--- config.mk ---
export PLATFORM = sky130hd
export DESIGN_NAME = ram_write_arbiter
export DESIGN_NICKNAME = d
export VERILOG_FILES = /design/src/rtl/ram_arb_pkg.sv /design/src/rtl/ram_arb_fifo.sv /design/src/rtl/ram_write_arbiter.sv
export SDC_FILE = /design/constraint.sdc
export NUM_CORES = 1
export LEC_CHECK = 0
export ABC_AREA = 1
export CORE_MARGIN = 2
export CORE_UTILIZATION = 55
export DETAILED_ROUTE_END_ITERATION = 12
export PLACE_DENSITY = 0.92
export SYNTH_ARGS = -nofsm -noshare
export SYNTH_HDL_FRONTEND = slang
export SYNTH_SLANG_ARGS = --single-unit
--- constraint.sdc ---
create_clock -name clk_in -period 5.9 [get_ports clk_in]
set_input_delay 0.59 -clock clk_in [delete_from_list [all_inputs] [get_ports clk_in]]
set_output_delay 0.59 -clock clk_in [all_outputs]
set_load 0.1 [all_outputs]
--- src/rtl/ram_arb_pkg.sv ---
// ram_arb_pkg: shared types and widths for the RAM write arbiter.
package ram_arb_pkg;
    localparam int RAM_ADDR_W = 17;
    localparam int RAM_DATA_W = 36;
    localparam int DROP_CNT_W = 8;
    typedef enum logic [1:0] {IDLE, WR_BRIDGE, WR_ENG} arb_state_e;
    typedef enum logic {GR_BRIDGE, GR_ENG} grant_e;
    typedef struct packed {
        logic [RAM_ADDR_W-1:0] addr;
        logic [RAM_DATA_W-1:0] data;
    } ram_wr_t;
endpackage

--- src/rtl/ram_arb_fifo.sv ---
// ram_arb_fifo: synchronous FIFO of bridge write frames; push and pop together when full is legal.
module ram_arb_fifo
    import ram_arb_pkg::*;
#(
    parameter int DEPTH = 4
) (
    input  logic    clk_in,
    input  logic    rst_n_in,
    input  logic    push,
    input  logic    pop,
    input  ram_wr_t din,
    output ram_wr_t dout,
    output logic    full,
    output logic    empty
);
    localparam int AW = $clog2(DEPTH);
    ram_wr_t mem_q [DEPTH];
    logic [AW:0] wr_q, rd_q;
    // Extra pointer bit tells full from empty when the indices match.
    assign dout  = mem_q[rd_q[AW-1:0]];
    assign empty = wr_q == rd_q;
    assign full  = (wr_q[AW] != rd_q[AW]) && (wr_q[AW-1:0] == rd_q[AW-1:0]);
    always_ff @(posedge clk_in) begin
        if (push) mem_q[wr_q[AW-1:0]] <= din;
    end
    always_ff @(posedge clk_in) begin
        if (!rst_n_in) begin
            wr_q <= '0;
            rd_q <= '0;
        end else begin
            if (push) wr_q <= wr_q + (AW+1)'(1);
            if (pop) rd_q <= rd_q + (AW+1)'(1);
        end
    end
endmodule

--- src/rtl/ram_write_arbiter.sv ---
// ram_write_arbiter: round-robin share of the RAM write port between the UART bridge and the engine.
// Define RAM_WR_ADDR_CHECK_EN to reject bridge frames whose address exceeds MEM_ADDR_W bits.
module ram_write_arbiter
    import ram_arb_pkg::*;
#(
    parameter int MEM_ADDR_W = RAM_ADDR_W,
    parameter int DATA_W     = RAM_DATA_W,
    parameter int FIFO_DEPTH = 4
) (
    input  logic                  clk_in,
    input  logic                  rst_n_in,
    input  logic [31:0]           bridge_addr_in,
    input  logic [DATA_W-1:0]     bridge_data_in,
    input  logic                  bridge_valid_in,
    input  logic [MEM_ADDR_W-1:0] eng_addr_in,
    input  logic [DATA_W-1:0]     eng_data_in,
    input  logic                  eng_valid_in,
    output logic                  eng_ready_out,
    output logic [MEM_ADDR_W-1:0] mem_addr_out,
    output logic [DATA_W-1:0]     mem_data_out,
    output logic                  mem_we_out,
    input  logic                  mem_ready_in,
    output logic                  fifo_full_out,
    output logic [7:0]            drop_count_out
);
    arb_state_e state_q;
    grant_e last_q;
    ram_wr_t wr_q, fifo_dout;
    logic we_q, fifo_full, fifo_empty, push, pop, addr_ok, eng_win, drop;
    logic [DROP_CNT_W-1:0] drop_q, drop_d;
`ifdef RAM_WR_ADDR_CHECK_EN
    assign addr_ok = bridge_addr_in[31:MEM_ADDR_W] == '0;
`else
    logic unused_hi;
    assign unused_hi = ^bridge_addr_in[31:MEM_ADDR_W];
    assign addr_ok = 1'b1;
`endif
    // Engine wins in IDLE unless the bridge is pending and the engine had the last grant.
    assign eng_win = rst_n_in && state_q == IDLE && eng_valid_in && (fifo_empty || last_q == GR_BRIDGE);
    assign pop     = rst_n_in && state_q == IDLE && !fifo_empty && !eng_win;
    assign push    = bridge_valid_in && addr_ok && (!fifo_full || pop);
    assign drop    = bridge_valid_in && !push;
    assign drop_d  = (drop && drop_q != '1) ? drop_q + DROP_CNT_W'(1) : drop_q;
    ram_arb_fifo #(.DEPTH(FIFO_DEPTH)) u_fifo (
        .clk_in  (clk_in),
        .rst_n_in(rst_n_in),
        .push    (push),
        .pop     (pop),
        .din     ('{addr: bridge_addr_in[MEM_ADDR_W-1:0], data: bridge_data_in}),
        .dout    (fifo_dout),
        .full    (fifo_full),
        .empty   (fifo_empty)
    );
    always_ff @(posedge clk_in) begin
        if (!rst_n_in) begin
            state_q <= IDLE;
            last_q  <= GR_ENG;
            wr_q    <= '0;
            we_q    <= 1'b0;
            drop_q  <= '0;
        end else begin
            drop_q <= drop_d;
            if (eng_win) begin
                wr_q    <= '{addr: eng_addr_in, data: eng_data_in};
                we_q    <= 1'b1;
                state_q <= WR_ENG;
            end else if (pop) begin
                wr_q    <= fifo_dout;
                we_q    <= 1'b1;
                state_q <= WR_BRIDGE;
            end else if (state_q != IDLE && mem_ready_in) begin
                we_q    <= 1'b0;
                last_q  <= state_q == WR_ENG ? GR_ENG : GR_BRIDGE;
                state_q <= IDLE;
            end
        end
    end
    assign eng_ready_out  = eng_win;
    assign mem_addr_out   = wr_q.addr;
    assign mem_data_out   = wr_q.data;
    assign mem_we_out     = we_q;
    assign fifo_full_out  = fifo_full;
    assign drop_count_out = drop_q;
endmodule

==> results.json <==
{
  "core_area_um2": 20200,
  "clockRootBuffer": "clkbuf_16",
  "n_fill_cell": 1349,
  "place.gp.congestion": 0.781,
  "timing.rr.end": "u_fifo.mem_q[3][52]",
  "p_clk_frac": 0.345,
  "p_sw_frac": 0.323,
  "fin_skew_ps": 14.4,
  "netlist_area_um2": 11300,
  "cts_max_path_buffers": 3,
  "postSynthCellCount": 1011,
  "synth_edf_count": 212,
  "routedWlPerCell_um": 17.8,
  "maxCapViolCount": 0,
  "grt_pass1_wl_mm": 40.3,
  "p_per_area_nw_per_um2": 409,
  "ys.flop_type": "edfxtp_1",
  "period_needed_ps": 3760,
  "grt_setup_unrepaired": "false",
  "ys_ff_latch": 285,
  "regToRegSetupSlack_ps": 2560,
  "maxSlewViolCount": 0,
  "reg2reg_from": "u_fifo.wr_q[0]",
  "rr_worst_depth": 9,
  "p_int_w": 0.00392,
  "drive_gt1_frac": 0.0662,
  "syn_area_per_cell_um2": 11.1,
  "grt.total_usage": 0.235,
  "io-pin-count": 190,
  "drtIter0Drc": 687,
  "cts_made_buffers": 28,
  "arrival_ps": 3940,
  "fin_tns_setup_ps": 0,
  "antenna_found_initial": 1,
  "synth_warnings": 0,
  "yosysTopAreaCell": "edfxtp_1",
  "grt_pass1_vias": 8129,
  "clock_sinks": 285,
  "viasPerCell": 5.63,
  "fmaxAchievable_mhz": 266,
  "cts-resized-gates": 0,
  "yosysTopAreaCellShare": 0.565,
  "wirelength_mm": 25.8,
  "holdWs_ps": 469,
  "grt_start_max_net_pins": 108,
  "hold_viol": 0,
  "cts_hold_buf": 0,
  "die_w_um": 147,
  "synth.area.mux_share": 0,
  "clk_pin_slew_ps": 60,
  "hold_path_depth": 2,
  "start_util": 0.558,
  "async_reset_ff_frac": 0,
  "ant_nets": 0,
  "place_area_um2": 13100,
  "syn_nets": 1143,
  "p_leak_nw": 5.15,
  "synth_cell_types": 31,
  "hpwlAfterDp_mm": 14.5,
  "synth-xor-area-share": 0.00233,
  "seq_power_share": 0.420,
  "p_sw_w": 0.00187,
  "worstSkewPairLatency_ps": 530,
  "portBuffers": 174,
  "synth_compound_area_frac": 0.131,
  "tightestPinTransition_ps": 1140,
  "status": "finished, final reports clean",
  "die_y_um": 147,
  "nets": 1289,
  "crit_required_ps": 6090,
  "rows": 52,
  "drtPass1Iterations": 5,
  "syn_to_final_growth_pct": 25.7,
  "start_kind": "input pin",
  "cts_tree": "built",
  "cts_setup_buffers": 0,
  "combPwrFrac": 0.235,
  "vias": 8157,
  "htreeDepth": 1,
  "postLayoutCellArea_um2": 14200,
  "postLayoutCoreUtil": 0.702,
  "setup_viol": 0,
  "synth_area_leaders": "edfxtp_1 (57%), dfxtp_1 (13%), o21ai_0 (7.3%), nor2_1 (5.0%), nand2_1 (4.7%)",
  "drc": 0,
  "crit_fanout": 63,
  "synth.yosys.seq_area_share": 0.695,
  "min_from": "mem_data_out[10]",
  "dp.cells": 1397,
  "relSlewSlack": 0.237,
  "fin_crit_sh": 0.636,
  "cp-end-kind": "register",
  "synthAdderAreaFrac": 0.00667,
  "ir_drop_uv": 266,
  "whs_endpoint": "mem_data_out[10]",
  "synth_top_family_by_area": "compound AO/OA/AOI/OAI gates",
  "fin_cells": 1450,
  "hold_path_class": "reg -> reg",
  "critPathKind": "in -> reg",
  "yosys.area_share.simple": 0.117,
  "grt_overflow": 0,
  "die_area_um2": 21600
}
cells by family after synthesis:
| family | after synthesis |
|---|---|
| AO/OA/AOI/OAI | 270 |
| flip-flops | 285 |
| adder cells (fa/ha/maj) | 6 |
| XOR/XNOR | 3 |
| AND/OR/NAND/NOR | 328 |
| buffers and inverters | 119 |
layout make-up:
type / instances / area [um^2] / area share
well taps: 270 / 338 / 0.0239
clock inverters: 19 / 308 / 0.0217
repair buffers: 182 / 1790 / 0.127
flip-flops and latches: 285 / 7830 / 0.553
clock buffers: 33 / 761 / 0.0537
multi-input cells: 607 / 2920 / 0.206
inverters: 53 / 200 / 0.0141
diodes: 1 / 2.50 / 0.000177
power by group through the flow:
stage | logic (W) | registers, W | clock network [W]
floorplan | 0.000535 | 0.00291 | 0
global placement | 0.00131 | 0.00246 | 0
detailed placement | 0.00134 | 0.00247 | 0
CTS | 0.00136 | 0.00243 | 0.00202
global route | 0.00145 | 0.00245 | 0.00211
finish | 0.00136 | 0.00243 | 0.00200
state kept, by name (all words and copies together), names as in the netlist, named ones only:
register,count
u_fifo.rd_q,3
last_q,1
state_q,2
mem_we_out,1
mem_data_out,36
drop_count_out,8
mem_addr_out,17
u_fifo.wr_q,3
u_fifo.mem_q,212
synthesized netlist by cell type, types with 2 or more instances:
cell	number
xor2_1	2
or2_0	2
buf_4	6
edfxtp_1	212
ha_1	6
buf_2	18
nand4_1	4
a31oi_1	37
o21bai_1	2
nor2_1	151
o21ai_0	165
inv_2	5
inv_1	48
o211ai_1	6
nand2_1	141
clkbuf_1	35
nor3_1	3
buf_6	7
a21oi_1	12
o22ai_1	42
nand3_1	21
o21ai_1	5
dfxtp_1	73
how the worst max path moves through the flow:
stage | from | end | slack [ps] | cells after the start
3_5_place_dp | rst_n_in | u_fifo.mem_q[1][50] | 1580 | 9
3_3_place_gp | rst_n_in | u_fifo.mem_q[3][3] | 1690 | 9
6_report | rst_n_in | u_fifo.mem_q[3][52] | 2140 | 9
4_1_cts | rst_n_in | u_fifo.mem_q[1][35] | 2110 | 9
5_1_grt | rst_n_in | u_fifo.mem_q[3][35] | 1900 | 9
2_1_floorplan | u_fifo.wr_q[0] | u_fifo.mem_q[0][0] | 1780 | 8
stage by stage:
| step | power, W | worst slack [ps] |
|---|---|---|
| 5_1_grt | 0.00601 | 1900 |
| 4_1_cts | 0.00581 | 2110 |
| 6_report | 0.00579 | 2140 |
| 3_3_place_gp | 0.00377 | 1690 |
| 2_1_floorplan | 0.00344 | 1780 |
| 3_5_place_dp | 0.00381 | 1580 |
per-layer routing:
layer / GRT usage / vias to the layer above / routed length (um)
met5: 0 / - / 0
met4: 0.0716 / 0 / 598
met3: 0.0453 / 48 / 2080
met2: 0.426 / 336 / 13000
met1: 0.285 / 3909 / 10100
li1: - / 3864 / -
worst max-delay path: stages:
cell      delay (ps)
buf_2             80
buf_4            510
inv_2            250
nor3_2           220
o211ai_1         380
nand2_1          220
nand2_1          310
nor2_4           840
buf_4            500
cell usage in the layout, fill, tap and decap left out, types with 4 or more instances in the layout:
cell type,count
o21ai_1,5
inv_1,47
a21oi_1,12
o211ai_1,6
nor2_1,147
edfxtp_1,212
clkbuf_16,29
ha_1,6
buf_4,9
nand2_1,141
nand4_1,4
clkdlybuf4s50_1,172
o21ai_0,165
dfxtp_1,71
clkinv_4,4
inv_2,5
bufinv_16,7
nor2_4,4
a31oi_1,37
o22ai_1,42
nand3_1,21
Note: power is estimated with default switching activity, not from simulation.
